==> src/rtl/addsub_seq_ctrl.sv <==
// addsub_seq_ctrl
// ---------------
// Sequences a multi-byte add or subtract through one external, combinational
// 8-bit adder-subtractor. Bytes go in LSB first, one per clock, and the carry
// is chained between them. The adder computes A + (B ^ {8{cin}}) + cin, so
// inversion and carry-in are coupled. The B byte is pre-conditioned here so
// that every byte computes A + (B ^ {8{op}}) + carry.
//
// Ports
//   clk, rst        rising-edge clock; asynchronous active-high reset
//   start, op       request (sampled in IDLE only); 0 = A+B, 1 = A-B
//   opa, opb        operands, latched when start is accepted
//   busy, done      busy while bytes are processed; done is a one-cycle pulse
//   result          W-bit result, held until the next accepted start
//   carry_out       final carry (subtract: 1 = no borrow)
//   overflow        signed two's-complement overflow
//   add_a/b/cin     drive to the external 8-bit adder (0 when not running)
//   add_s, add_cout sum and carry back from the external adder
module addsub_seq_ctrl #(
  parameter int NBYTES = 4
) (
  input  logic                  clk,
  input  logic                  rst,
  input  logic                  start,
  input  logic                  op,
  input  logic [8*NBYTES-1:0]   opa,
  input  logic [8*NBYTES-1:0]   opb,
  output logic                  busy,
  output logic                  done,
  output logic [8*NBYTES-1:0]   result,
  output logic                  carry_out,
  output logic                  overflow,
  output logic [7:0]            add_a,
  output logic [7:0]            add_b,
  output logic                  add_cin,
  input  logic [7:0]            add_s,
  input  logic                  add_cout
);

  localparam int IW = (NBYTES > 1) ? $clog2(NBYTES) : 1;
  localparam logic [IW-1:0] LAST = IW'(NBYTES - 1);

  typedef enum logic [1:0] {IDLE, RUN, DONE} state_t;

  state_t                   state, state_nxt;
  logic [IW-1:0]            idx;
  logic [NBYTES-1:0][7:0]   a_reg, b_reg, res_reg;
  logic                     op_reg;
  logic                     carry_reg;
  logic                     last_byte;

  assign last_byte = (idx == LAST);
  assign result    = res_reg;

  // Both status outputs decode registered state only, so they cannot glitch.
  assign busy = (state == RUN);
  assign done = (state == DONE);

  // NOTE: sequential state is updated with non-blocking assignments so every
  // register samples pre-edge values, independent of statement order.
  always_ff @(posedge clk or posedge rst) begin
    if (rst) state <= IDLE;
    else     state <= state_nxt;
  end

  // NOTE: every signal written here gets a default first, so no path leaves
  // one unassigned and no latch is inferred.
  always_comb begin
    state_nxt = state;
    add_a     = '0;
    add_b     = '0;
    add_cin   = 1'b0;
    case (state)
      IDLE: if (start) state_nxt = RUN;
      RUN: begin
        add_a   = a_reg[idx];
        add_cin = carry_reg;
        // The adder inverts B whenever cin is set; pre-invert by (op ^ cin)
        // so the net operand is B ^ {8{op}} regardless of the chained carry.
        add_b   = b_reg[idx] ^ {8{op_reg ^ carry_reg}};
        if (last_byte) state_nxt = DONE;
      end
      DONE:    state_nxt = IDLE;
      default: state_nxt = IDLE;
    endcase
  end

  always_ff @(posedge clk or posedge rst) begin
    if (rst) begin
      idx       <= '0;
      a_reg     <= '0;
      b_reg     <= '0;
      res_reg   <= '0;
      op_reg    <= 1'b0;
      carry_reg <= 1'b0;
      carry_out <= 1'b0;
      overflow  <= 1'b0;
    end else begin
      case (state)
        IDLE: begin
          if (start) begin
            a_reg     <= opa;
            b_reg     <= opb;
            op_reg    <= op;
            // Subtract starts with carry 1: invert B and add one on byte 0.
            carry_reg <= op;
            idx       <= '0;
            res_reg   <= '0;
            carry_out <= 1'b0;
            overflow  <= 1'b0;
          end
        end
        RUN: begin
          res_reg[idx] <= add_s;
          carry_reg    <= add_cout;
          idx          <= idx + IW'(1);
          if (last_byte) begin
            carry_out <= add_cout;
            // Same-sign effective operands producing a different-sign sum.
            overflow  <= (a_reg[NBYTES-1][7] == (b_reg[NBYTES-1][7] ^ op_reg))
                         && (add_s[7] != a_reg[NBYTES-1][7]);
          end
        end
        default: ;
      endcase
    end
  end

endmodule

==> config.mk <==
export PLATFORM = sky130hd
export DESIGN_NAME = addsub_seq_ctrl
export DESIGN_NICKNAME = d
export VERILOG_FILES = /design/src/rtl/addsub_seq_ctrl.sv
export SDC_FILE = /design/constraint.sdc
export NUM_CORES = 1
export LEC_CHECK = 0
export CAP_MARGIN = 15
export CORE_ASPECT_RATIO = 0.5
export CORE_UTILIZATION = 30
export CTS_CLUSTER_SIZE = 30
export DETAILED_ROUTE_END_ITERATION = 10
export SLEW_MARGIN = 0
export SYNTH_ARGS = -nofsm -noshare
export SYNTH_HDL_FRONTEND = slang
export SYNTH_SLANG_ARGS = --single-unit
==> constraint.sdc <==
create_clock -name clk -period 10.84 [get_ports clk]
set_input_delay 2.168 -clock clk [delete_from_list [all_inputs] [get_ports clk]]
set_output_delay 2.168 -clock clk [all_outputs]
set_load 0.01 [all_outputs]
==> reports/results.txt <==
Buffer and inverter count on the worst path: 2. The run gives 9 as the number of clock buffers inserted by TritonCTS. The flow ran to the end, and the final reports show no timing, DRC or antenna violations.

In this run the register-to-register setup slack is 8.50 ns. The final hold violation count is 0. For the post-DP HPWL, the log shows 7740 um. Along the worst path, the maximum fanout reaches 23.

At the pin with the least slew margin, the transition time is 0.946 ns. The reported max-cap violation count was 0; the wire length of the first global-routing pass was 18200 um. Share of power burned in the clock network: 0.194. For this run, the post-layout net count is 634.

After routing, the total negative slack on setup checks comes to 0 ns. Overall fraction of global-route tracks in use: 0.152. The endpoint class of the critical path was a primary output. The logs give 0.362 for the sequential group share of total power and 2 for the maximum count of clock buffers along a single path.

After detailed routing, the average wire length per cell comes to 15.2 um. The floorplan has 31 rows. Residual DRC count: 0. The core outline area was 14600 sq um; the via count of the first global-routing pass was 3435. The number of enable flip-flop cells after synthesis was 0; the initial antenna violation count was 0.

In this design, the critical path's most frequently occurring cell is sky130_fd_sc_hd__nand2b_1. The maximum ir drop on the vdd rail came out at 98.2 uV. Setup violations remaining at the end of the flow were counted as 0.

In this run the horizontal extent of the chip is 176 um. The vertical die dimension was 89.0 um. In this run the static leakage power is 2.94 nW. Among all flip-flop cells after synthesis, the most frequent one is sky130_fd_sc_hd__dfrtp_1.

The tools report the final number of max-transition violations as 0. The master cell of the clock root buffer is sky130_fd_sc_hd__clkbuf_16. The switching power is 0.000640 W.

Synthesis instantiated 24 different standard cells from the library. The detailed router finished its first iteration with 275 violations. Setup repair after global routing left no endpoint under its margin.

The fraction of final layout cells with drive strength greater than 1 was 0.0771. TritonCTS built the clock tree. The area of the die is 15700 sq um. Commonest non-fill, non-tap cell in the layout: sky130_fd_sc_hd__nand2_1. For the portion of the post-synthesis area used by sequential elements, the log shows 0.573. Derived from the worst setup path, the maximum achievable clock frequency is 0.208 GHz.

Fill cells in the final layout number 1433. The final weighted congestion in routability-driven placement was 0.722; the global-route met3 utilization was 0.0383. The routed design could run at a clock period as short as 4.82 ns. The logs give 0.430 for the post-route core utilization and 436 for the number of standard cells after synthesis. The synthesized area per cell is 10.4 sq um. Clock edge transition at the registers on the reported setup and hold paths: 0.07 ns. The repair_antennas step left the layout with diodes totalling 0.

For the routing usage on met1, the log shows 0.204. Launch point of the worst hold path: b_reg[22]$_DFFE_PP0P_. The setup fix buffers added after clock tree synthesis is 0, and the placed cell count is 740. The required time of the critical path was 8.67 ns; the largest net degree at the start of global routing was 75.

The worst hold path belongs to the class reg -> reg. The run gives 130 as the I/O pin count. The total power consumption of the routed design came out at 0.00183 W. Counting flops and latches in the post-synthesis netlist gives 104.

The final period utilization works out to 0.444. After global routing, the most crowded layer is met2. In the layout the commonest cells are sky130_fd_sc_hd__nand2_1 (197), sky130_fd_sc_hd__clkdlybuf4s50_1 (129), sky130_fd_sc_hd__dfrtp_1 (104). Once the clock tree was built, the resizer swapped 0 gates to a different size. The run gives 4540 sq um as the post-synthesis cell area. The number of levels the H-tree was split into was 3; the cell area power density was 291 nW/um^2.

The headroom to the max-slew limit came out at 0.370. The final layout contains routed wiring with a total length of 11500 um. The critical path arrival is 2.65 ns.

The total global routing overflow came out at 0. The critical path is of the reg -> out type. The tools report the launching instance or port of the critical path as state[1]$_DFFE_PP0P_.

The run gives 104 as the CTS sink count. Once layout is complete, the cells apart from fillers number 756. The startpoint of the lowest-slack register-to-register path is idx[1]$_DFFE_PP0P_.

On the worst path, the slowest cell contributes a delay of 0.61 ns. For the post-cts hold buffer count, the log shows 0. The critical path goes through nand2b_1 > inv_2 > nand2b_1 > o21ai_0 > clkdlybuf4s50_1.

Summing all placed instances gives a cell area of 5960 sq um. The finished cells cover 6290 sq um. Using the TritonRoute via totals, the vias-per-cell ratio works out to 4.57.

Fraction of registers with async set/reset: 1.00. For the part of the power in combinational logic, the log shows 0.443. The first TritonRoute pass finished after 4 iterations. Across the whole layout, storage elements account for 2600 sq um.

From synthesis to final layout, the design area changed by 38.4%. The starting utilization of the core area came out at 0.311. When the netlist entered floorplanning its net count stood at 517. Clock latency on the worst-skew pair, taken at its later pin, is 0.34 ns.

The count of buffers from port buffering is 129. The run gives 0.249 as the met2 routing resource usage after global routing. For this design, the slowest cell found on the critical path is sky130_fd_sc_hd__clkdlybuf4s50_1.

Yosys printed 0 warnings. The routed layout has 3458 vias. The launching element type of the critical path was a register. The worst clock skew came out at 0.00723 ns. The kind of cell adding the most delay to the critical path was buffers and inverters.

The internal power of the cells totals 0.00119 W. The area of the multi-input gates is 1770 sq um, and the net switching share of the total power is 0.350. Once detail routing completed, the nets flagged for antenna violations numbered 0.
## final timing paths
kind                                           to  depth (start not counted)
setup / recovery                         add_b[0]                          5
hold / removal              b_reg[22]$_DFFE_PP0P_                          2
setup reg to reg            result[3]$_DFFE_PP0P_                          5
hold reg to reg             b_reg[22]$_DFFE_PP0P_                          2
max in group asynchronous   b_reg[11]$_DFFE_PP0P_                          3
min in group asynchronous  result[14]$_DFFE_PP0P_                          2
## cell families after synthesis
logic type / synth area share
XOR/XNOR: 0.00386
adder cells (fa/ha/maj): 0.0110
multiplexers: 0.0837
AND/OR/NAND/NOR: 0.213
flip-flops: 0.573
buffers and inverters: 0.0377
AO/OA/AOI/OAI: 0.0782
## per-stage QoR
stage / hold slack [ns] / setup slack, ns
3_3_place_gp: 0.453 / 6.35
5_1_grt: 0.498 / 5.85
2_1_floorplan: 0.439 / 5.94
6_report: 0.470 / 6.02
3_5_place_dp: 0.457 / 6.42
4_1_cts: 0.473 / 6.01
## power groups by stage
stage	clock, W	sequential (W)	combinational [W]
2_1_floorplan	0	0.000643	0.000510
3_3_place_gp	0	0.000666	0.000811
3_5_place_dp	0	0.000670	0.000828
4_1_cts	0.000368	0.000665	0.000830
5_1_grt	0.000384	0.000686	0.000898
6_report	0.000356	0.000664	0.000812
## cell type report
cell class	count	share of cell area
sequential	104	0.414
clock buffer	12	0.0408
timing repair buffer	133	0.210
inverter	4	0.00278
tap	198	0.0394
multi-input combinational	301	0.281
clock inverter	4	0.0117
## cell usage after synthesis (2+ instances only)
cell type	number	area share
sky130_fd_sc_hd__and2_1	10	0.014
sky130_fd_sc_hd__mux4_2	16	0.079
sky130_fd_sc_hd__nand3_1	11	0.012
sky130_fd_sc_hd__xnor2_1	2	0.0039
sky130_fd_sc_hd__a22o_1	34	0.066
sky130_fd_sc_hd__nor2_2	3	0.0041
sky130_fd_sc_hd__nand2_1	197	0.16
sky130_fd_sc_hd__clkbuf_1	13	0.011
sky130_fd_sc_hd__nand2b_1	4	0.0055
sky130_fd_sc_hd__o21ai_0	10	0.011
sky130_fd_sc_hd__and3b_1	3	0.0058
sky130_fd_sc_hd__inv_1	3	0.0025
sky130_fd_sc_hd__buf_2	5	0.0055
sky130_fd_sc_hd__buf_6	4	0.0099
sky130_fd_sc_hd__ha_1	4	0.011
sky130_fd_sc_hd__buf_4	5	0.0083
sky130_fd_sc_hd__dfrtp_1	104	0.57
sky130_fd_sc_hd__mux2i_1	2	0.0044
## tightest hold or removal path, delay by kind of cell (launching register included)
kind / cells / cell delay [ns]
and+or+nand+nor: 2 / 0.10
DFF: 1 / 0.34
## metal layers
layer  wire (um)  part of all wire
met5           0                 0
met1        5350              0.47
met3         580             0.051
met2        5450              0.48
met4          93            0.0081
(Power assumes the default switching activity.)
